`config.mk`:
```
export PLATFORM = sky130hd
export DESIGN_NAME = legv8_multicycle_control
export DESIGN_NICKNAME = d
export VERILOG_FILES = /design/src/rtl/legv8_multicycle_control.sv
export SDC_FILE = /design/constraint.sdc
export NUM_CORES = 1
export LEC_CHECK = 0
export CAP_MARGIN = 20
export CELL_PAD_IN_SITES_DETAIL_PLACEMENT = 0
export CELL_PAD_IN_SITES_GLOBAL_PLACEMENT = 1
export CORE_ASPECT_RATIO = 0.75
export CORE_MARGIN = 10
export CORE_UTILIZATION = 36
export CTS_BUF_LIST = sky130_fd_sc_hd__clkbuf_4 sky130_fd_sc_hd__clkbuf_8
export CTS_CLUSTER_SIZE = 30
export DETAILED_ROUTE_END_ITERATION = 8
export HOLD_SLACK_MARGIN = 0.05
export PLACE_DENSITY = 0.94
export SLEW_MARGIN = 20
export SYNTH_ARGS = -nofsm -noshare
export SYNTH_HDL_FRONTEND = slang
export SYNTH_SLANG_ARGS = --single-unit
```
`constraint.sdc`:
```
create_clock -name clk -period 2.4 [get_ports clk]
set_input_delay 0.48 -clock clk [delete_from_list [all_inputs] [get_ports clk]]
set_output_delay 0.48 -clock clk [all_outputs]
set_load 0.1 [all_outputs]
```
`src/rtl/legv8_multicycle_control.sv`:
```
// Main control FSM for the multi-cycle LEGv8 datapath.
// Sequences fetch/decode/execute/memory/writeback, drives ALUOp and all
// datapath enables, honours the memory-ready handshake, counts retirements.
module legv8_multicycle_control #(
    parameter int unsigned CNT_W = 32
) (
    input  logic             clk,
    input  logic             rst_n,
    input  logic [10:0]      opcode,
    input  logic             zero,
    input  logic             mem_ready,
    output logic [1:0]       alu_op,
    output logic             alu_src_a,
    output logic [1:0]       alu_src_b,
    output logic             pc_write,
    output logic             pc_write_cond,
    output logic [1:0]       pc_source,
    output logic             ir_write,
    output logic             iord,
    output logic             mem_read,
    output logic             mem_write,
    output logic             reg_write,
    output logic             mem_to_reg,
    output logic             reg2loc,
    output logic             illegal,
    output logic [3:0]       state,
    output logic [CNT_W-1:0] retired
);

    localparam logic [3:0] S_FETCH   = 4'd0;
    localparam logic [3:0] S_DECODE  = 4'd1;
    localparam logic [3:0] S_MEMADR  = 4'd2;
    localparam logic [3:0] S_MEMRD   = 4'd3;
    localparam logic [3:0] S_MEMWB   = 4'd4;
    localparam logic [3:0] S_MEMWR   = 4'd5;
    localparam logic [3:0] S_EXEC    = 4'd6;
    localparam logic [3:0] S_RWB     = 4'd7;
    localparam logic [3:0] S_CBZ     = 4'd8;
    localparam logic [3:0] S_BRANCH  = 4'd9;
    localparam logic [3:0] S_ILLEGAL = 4'd10;

    localparam logic [10:0] OP_ADD  = 11'b10001011000;
    localparam logic [10:0] OP_SUB  = 11'b11001011000;
    localparam logic [10:0] OP_AND  = 11'b10001010000;
    localparam logic [10:0] OP_ORR  = 11'b10101010000;
    localparam logic [10:0] OP_LDUR = 11'b11111000010;
    localparam logic [10:0] OP_STUR = 11'b11111000000;
    localparam logic [7:0]  OP_CBZ  = 8'b10110100;
    localparam logic [5:0]  OP_B    = 6'b000101;

    logic [3:0]       state_q;
    logic [3:0]       state_d;
    logic             illegal_q;
    logic [CNT_W-1:0] retired_q;
    logic             is_rtype;
    logic             is_ldur;
    logic             is_stur;
    logic             is_cbz;
    logic             is_b;
    logic             retire;

    // The zero flag only qualifies pc_write_cond inside the datapath.
    logic unused_zero;
    assign unused_zero = zero;

    assign state   = state_q;
    assign illegal = illegal_q;
    assign retired = retired_q;

    // Opcode class decode
    always_comb begin
        is_rtype = (opcode == OP_ADD) || (opcode == OP_SUB) ||
                   (opcode == OP_AND) || (opcode == OP_ORR);
        is_ldur  = (opcode == OP_LDUR);
        is_stur  = (opcode == OP_STUR);
        is_cbz   = (opcode[10:3] == OP_CBZ);
        is_b     = (opcode[10:5] == OP_B);
    end

    // Next-state logic
    always_comb begin
        state_d = S_FETCH;
        case (state_q)
            S_FETCH:   state_d = mem_ready ? S_DECODE : S_FETCH;
            S_DECODE: begin
                if (is_rtype)               state_d = S_EXEC;
                else if (is_ldur || is_stur) state_d = S_MEMADR;
                else if (is_cbz)            state_d = S_CBZ;
                else if (is_b)              state_d = S_BRANCH;
                else                        state_d = S_ILLEGAL;
            end
            S_MEMADR: begin
                if (is_ldur)      state_d = S_MEMRD;
                else if (is_stur) state_d = S_MEMWR;
                else              state_d = S_FETCH;
            end
            S_MEMRD:   state_d = mem_ready ? S_MEMWB : S_MEMRD;
            S_MEMWB:   state_d = S_FETCH;
            S_MEMWR:   state_d = mem_ready ? S_FETCH : S_MEMWR;
            S_EXEC:    state_d = S_RWB;
            S_RWB:     state_d = S_FETCH;
            S_CBZ:     state_d = S_FETCH;
            S_BRANCH:  state_d = S_FETCH;
            S_ILLEGAL: state_d = S_ILLEGAL;
            default:   state_d = S_FETCH;
        endcase
    end

    // Instruction completes on the edge leaving a final state
    always_comb begin
        retire = (state_q == S_MEMWB) || (state_q == S_RWB) ||
                 (state_q == S_CBZ) || (state_q == S_BRANCH) ||
                 ((state_q == S_MEMWR) && mem_ready);
    end

    // State, sticky illegal flag and retired counter
    always_ff @(posedge clk or negedge rst_n) begin
        if (!rst_n) begin
            state_q   <= S_FETCH;
            illegal_q <= 1'b0;
            retired_q <= '0;
        end else begin
            state_q   <= state_d;
            illegal_q <= illegal_q | (state_d == S_ILLEGAL);
            if (retire)
                retired_q <= retired_q + 1'b1;
        end
    end

    // Per-state control outputs; forced to zero while reset is asserted so
    // nothing is strobed between reset assertion and the next edge.
    always_comb begin
        alu_op        = 2'b00;
        alu_src_a     = 1'b0;
        alu_src_b     = 2'b00;
        pc_write      = 1'b0;
        pc_write_cond = 1'b0;
        pc_source     = 2'b00;
        ir_write      = 1'b0;
        iord          = 1'b0;
        mem_read      = 1'b0;
        mem_write     = 1'b0;
        reg_write     = 1'b0;
        mem_to_reg    = 1'b0;
        reg2loc       = 1'b0;
        if (rst_n) begin
            case (state_q)
                S_FETCH: begin
                    mem_read  = 1'b1;
                    alu_src_b = 2'b01;
                    ir_write  = mem_ready;
                    pc_write  = mem_ready;
                end
                S_DECODE: begin
                    alu_src_b = 2'b11;
                    reg2loc   = is_stur || is_cbz;
                end
                S_MEMADR: begin
                    alu_src_a = 1'b1;
                    alu_src_b = 2'b10;
                end
                S_MEMRD: begin
                    mem_read = 1'b1;
                    iord     = 1'b1;
                end
                S_MEMWB: begin
                    reg_write  = 1'b1;
                    mem_to_reg = 1'b1;
                end
                S_MEMWR: begin
                    mem_write = 1'b1;
                    iord      = 1'b1;
                    reg2loc   = 1'b1;
                end
                S_EXEC: begin
                    alu_src_a = 1'b1;
                    alu_op    = 2'b10;
                end
                S_RWB: begin
                    reg_write = 1'b1;
                end
                S_CBZ: begin
                    alu_src_a     = 1'b1;
                    alu_op        = 2'b01;
                    reg2loc       = 1'b1;
                    pc_write_cond = 1'b1;
                    pc_source     = 2'b01;
                end
                S_BRANCH: begin
                    pc_write  = 1'b1;
                    pc_source = 2'b10;
                end
                default: ;
            endcase
        end
    end

endmodule
```
==> impl_results.md, run 1 <==
* Critical Path Stages at 6
* Peak supply drop at 1060 uV
* Main synth FF type: dfrtp_1
* Top-area cell type share of the netlist area at 43.5%
* Reg2reg path depth at 5
* Tcrit/Tclk final at 98.2%
* Via/cell ratio at 5.14
* Critical Path End: reg2loc
* Routed length per instance at 16.1 um
* Rel. slew slack at 68.1%
* # setup viols final at 0
* CP Buf/Inv Count at 2
* Crit-path slowest cell: clkdlybuf4s50_1
* CP cell instances: clkdlybuf4s50_1, and4bb_2, a21oi_4, o22ai_1, and3b_2, buf_12
* Clk sinks at 37
* Area grow syn2layout at 53.9%
* Cell Area, Synth at 2130 um^2
* Crit-path max cell delay at 0.47 ns
* Worst Hold Class: input port to async pin
* Synthesized area per cell at 10.1 um^2
* Clock Tree Buf Depth at 2
* CP startpoint: opcode[3]
* Final Critical Period at 2.36 ns
* Final net count at 306
* Detailed Route Iter0 Violations at 76
* Post-synth top area cell: dfrtp_1
* Tightest Pin Transition at 0.475 ns
* Seq/Total Area, Yosys at 43.5%
* N_diodes at 0
* Most frequent cells in the layout: buf_4, dfrtp_1, xor2_1
* R2r startpoint: state[3]$_DFF_PN0_
* Worst clock skew at 0.00936 ns
* CP Capture Type: primary output
* Max Freq at 0.424 GHz
* Gpl congestion at 0.844
* First-pass DRT Iterations at 4
* Die W at 109 um
* Largest net degree at the start of global routing at 38
* CTS root buf: clkbuf_8
* R2r endpoint: retired[13]$_DFFE_PN0P_
* I/O Pins at 68
* Count of cell types in the netlist at 48
* Flops & latches, synth at 37
* Post-DP HPWL at 4560 um
* CTS buffer count at 5
* Final core utilization at 56.8%
* Crit-path max FO at 3
* Final Slew Violations at 0
* Total track usage at 12.9%
* Unrepaired setup endpoints after global routing: no
* Clk slew on worst S/H paths at 0.08 ns
* Critical Path RT at 1.92 ns
* Die Area at 9420 um^2
* Final hold violation count at 0
* DRC viols at 0
* Critical Path AT at 1.88 ns
* GRT Residual Overflow at 0
* Synth Warn # at 0
* Worst skew pair latency at 0.29 ns
* Outcome: completed
* Post-synth ARST share at 100%
* Total Wirelength at 5960 um
* Cells after Synth at 211
* FP Rows at 24
* Antenna violations before repair at 0
* Post-route ant nets at 0
* Vias in the first global route at 1901
* PortBufs at 66
* Number of synthesized flops with an enable pin at 0
* Commonest non-fill, non-tap cell in the layout: buf_4
* Pwr per Cell Area at 1050 nW/um^2
* Setup TNS at 0 ns
* CTS tree: built
* Core area at 5770 um^2
* Category of the most critical setup path: input port to primary output
* Leakage at 1.52 nW
* Maximum Capacitance Violations at 0
* Via Count at 1896
* Mapped Nets at 227
* CP Launch Type: input port
* Die H at 86.6 um
* First-pass GRT wire length at 9830 um
* R2r setup slk at 0.48 ns
* H-tree Lvls at 2
* Delay-heaviest family, CP: buffers and inverters
* Initial core utilization at 36.9%
* Synth area leaders: dfrtp_1, xor2_1, xnor2_1
* Fraction of layout cells with a size suffix above 1 at 41.6%
[metrics by stage]
stage                     worst slack [ns]  cell area, um^2  hold slack [ns]  total power, mW  std cells
after floorplan                     -0.686             2300            0.184             2.47        211
after global placement              -0.175             3130            0.460             2.99        358
after detailed placement            -0.215             3130            0.466             3.02        358
after CTS                           0.0135             3260            0.411             3.46        369
after global routing               0.00651             3280            0.462             3.59        369
final                               0.0423             3280            0.393             3.44        369
[registers in the layout, indices dropped and copies added, names as in the netlist]
name,count
illegal,1
state,4
retired,32
[synth_stat cells (2+ instances only)]
cell type	n
nor2b_1	2
mux2i_1	2
nor4_4	2
clkbuf_1	3
nand2b_1	6
nor3_2	5
xnor2_1	12
and2_1	2
nor4bb_1	2
inv_1	10
nor3_1	11
xor2_1	20
and3_1	4
nand2_1	16
buf_2	3
nor2_1	21
dfrtp_1	37
nor4_2	2
nand4_4	3
nand3_1	10
a21oi_1	4
nand4_1	6
o21ai_0	3
[report_power, final]
group,internal (mW),switching [mW]
Combinational,0.576,1.48
Sequential,0.728,0.220
Clock,0.213,0.221
Total,1.52,1.92
[worst min path at each step]
stage                                       start  cells past startpoint                       to  slack [ns]
final                                       rst_n                      2  retired[22]$_DFFE_PN0P_        0.39
after floorplan                             rst_n                      0        illegal$_DFF_PN0_        0.18
after global routing                        rst_n                      2   retired[3]$_DFFE_PN0P_        0.46
after global placement    retired[31]$_DFFE_PN0P_                      1  retired[31]$_DFFE_PN0P_        0.46
after detailed placement  retired[31]$_DFFE_PN0P_                      1  retired[31]$_DFFE_PN0P_        0.47
after CTS                                   rst_n                      2  retired[23]$_DFFE_PN0P_        0.41
[cell families (layout without fill, tap and decap cells)]
kind of cell / after synthesis / in the layout / synth area share (%)
buf+inv: 17 / 97 / 3.35
flops: 37 / 37 / 43.5
fa+ha+maj: 1 / 1 / 0.587
xor+xnor: 32 / 32 / 13.2
mux: 3 / 3 / 1.47
compound gates: 20 / 20 / 6.93
simple gates: 101 / 101 / 31.0
[timing repair]
action	in CTS	in global routing
endpoints found under the setup margin	1	1
setup buffers	3	0
pin swaps	6	6
gates resized for setup	10	7
hold buffers	0	0
[routing by layer]
metal / wire length (um) / vias up / track usage, %
li1: - / 906 / -
met5: 0 / - / 0
met4: 69 / 0 / 3.46
met2: 3100 / 49 / 21.6
met1: 2430 / 937 / 15.8
met3: 353 / 4 / 3.78
[area by class of cell]
| cell class | count | area, um^2 |
|---|---|---|
| flip-flops and latches | 37 | 942 |
| clock buffers | 6 | 76.3 |
| multi-input cells | 157 | 1290 |
| fillers | 514 | 2490 |
| inverters | 10 | 37.5 |
| repair buffers | 79 | 825 |
| clock inverters | 2 | 10.0 |
| well taps | 78 | 97.6 |
No activity file was read; power rests on OpenSTA's default activity.
==> run 2, diff against run 1 <==
--- a/config.mk
+++ b/config.mk
@@ -16,6 +16,7 @@
 export DETAILED_ROUTE_END_ITERATION = 8
 export HOLD_SLACK_MARGIN = 0.05
 export PLACE_DENSITY = 0.94
+export REMOVE_ABC_BUFFERS = 1
 export SLEW_MARGIN = 20
 export SYNTH_ARGS = -nofsm -noshare
 export SYNTH_HDL_FRONTEND = slang
==> run 2 against run 1 <==
Critical path depth up 1. Largest power group unchanged. Core utilization fell by 2.3 points. Via count shrank 3.1%. Combinational power about the same. Largest cell class unchanged. Power down 2.3%. Sequential share of layout area rose by 0.75 points. Non-clock buffer count rose by 4. First-iteration DRC count is 45% higher. Register-to-register slack got worse by 0.07 ns. Fmax rose by 1.4%. Worst hold slack worse by 0.15 ns.
==> impl_results.md, run 2 (synthesis results as in run 1) <==
* Reg2reg path depth at 6
* Max reg flops at 32
* Post-route ant nets at 0
* CTS root buf: clkbuf_8
* Finished Cell Area at 3140 um^2
* First-pass DRT Iterations at 4
* Tcrit/Tclk final at 96.9%
* Total Wirelength at 5820 um
* Clk sinks at 37
* Via/cell ratio at 4.93
* Die W at 109 um
* Gpl congestion at 0.824
* Clock Tree Buf Depth at 2
* Routed length per instance at 15.6 um
* Peak supply drop at 735 uV
* Critical Path End: reg2loc
* M1 WL at 2650 um
* Commonest non-fill, non-tap cell in the layout: buf_4
* Crit-path slowest cell: clkdlybuf4s50_1
* Critical Path Stages at 7
* Most frequent cells in the layout: buf_4, dfrtp_1, nor2_1
* Final core utilization at 54.5%
* Unrepaired setup endpoints after global routing: no
* Largest net degree at the start of global routing at 23
* Detailed Route Iter0 Violations at 110
* CP startpoint: opcode[1]
* R2r startpoint: state[1]$_DFF_PN0_
* H-tree Lvls at 2
* GRT Residual Overflow at 0
* Die H at 86.6 um
* Post-DP HPWL at 4680 um
* Clk slew on worst S/H paths at 0.07 ns
* Area grow syn2layout at 47.6%
* Routed wire length on met2 at 2690 um
* Worst clock skew at 0.00557 ns
* CP Capture Type: primary output
* N_diodes at 0
* Delay-heaviest family, CP: buffers and inverters
* R2r endpoint: illegal$_DFF_PN0_
* Pwr per Cell Area at 1070 nW/um^2
* I/O Pins at 68
* Final Slew Violations at 0
* Final net count at 310
* CTS buffer count at 5
* Placed cell areas at 3030 um^2
* Via Count at 1838
* Tightest Pin Transition at 0.467 ns
* DRC viols at 0
* Vias in the first global route at 1849
* PortBufs at 66
* Initial core utilization at 36.9%
* Worst skew pair latency at 0.28 ns
* Final Critical Period at 2.33 ns
* Maximum Capacitance Violations at 0
* Fraction of layout cells with a size suffix above 1 at 34.6%
* Max Used Layer: met4
* Total track usage at 12.8%
* Outcome: completed
* Critical Path AT at 1.85 ns
* Core area at 5770 um^2
* Max Freq at 0.430 GHz
* Antenna violations before repair at 0
* Final hold violation count at 0
* CTS tree: built
* Crit-path max FO at 2
* Category of the most critical setup path: input port to primary output
* Die Area at 9420 um^2
* Leakage at 1.49 nW
* Worst Hold Class: input port to async pin
* R2r setup slk at 0.41 ns
* CP Buf/Inv Count at 3
* DR WL met3 at 435 um
* First-pass GRT wire length at 9610 um
* CP Launch Type: input port
* Rel. slew slack at 68.6%
* CP cell instances: clkdlybuf4s50_1, inv_1, a41o_1, a21oi_1, o22ai_1, and3b_2, buf_12
* Crit-path max cell delay at 0.48 ns
* FP Rows at 24
* Critical Path RT at 1.92 ns
* # setup viols final at 0
## run 2: repair_timing
action                     in CTS  in global routing
cloned                          0                  0
hold buffers                    1                  0
setup endpoints to repair       1                  4
hold endpoints to repair        1                  0
gates resized for setup         7                  1
setup buffers                   1                  0
pin swaps                       5                  0
## run 2: worst min-delay path by stage
| stage | startpoint | to | cells past startpoint |
|---|---|---|---|
| after floorplan | rst_n | illegal$_DFF_PN0_ | 0 |
| after global placement | rst_n | retired[6]$_DFFE_PN0P_ | 1 |
| after detailed placement | rst_n | retired[6]$_DFFE_PN0P_ | 1 |
| after CTS | rst_n | retired[1]$_DFFE_PN0P_ | 2 |
| after global routing | rst_n | retired[0]$_DFFE_PN0P_ | 2 |
| final | rst_n | retired[29]$_DFFE_PN0P_ | 2 |
## run 2: power breakdown
group | internal (mW) | switching (mW) | total, mW
sequential | 0.713 | 0.146 | 0.859
combinational | 0.558 | 1.47 | 2.03
clock | 0.259 | 0.213 | 0.473
total | 1.53 | 1.83 | 3.36
## run 2: cell type report
| type | count | area, um^2 |
|---|---|---|
| Fill cell | 523 | 2620 |
| Tap cell | 78 | 97.6 |
| Timing Repair Buffer | 83 | 846 |
| Clock buffer | 7 | 96.3 |
| Clock inverter | 1 | 5.00 |
| Inverter | 10 | 37.5 |
| Multi-Input combinational cell | 157 | 1130 |
| Sequential cell | 37 | 927 |
## run 2: metal layers
metal | GRT usage, % | vias up
li1 | - | 900
met1 | 16.6 | 885
met2 | 19.7 | 49
met5 | 0 | -
met3 | 4.82 | 4
met4 | 2.87 | 0
## run 2: metrics by stage
step	std cells	total power, mW	setup slack, ns	TNS, ns	hold WS (ns)
2_1_floorplan	204	2.28	-3.45	-24.36	0.184
3_3_place_gp	363	2.88	-0.167	-0.170	0.316
3_5_place_dp	363	2.90	-0.159	-0.251	0.313
4_1_cts	373	3.38	0.0597	0	0.244
5_1_grt	373	3.51	0.00205	0	0.261
6_report	373	3.36	0.0744	0	0.248
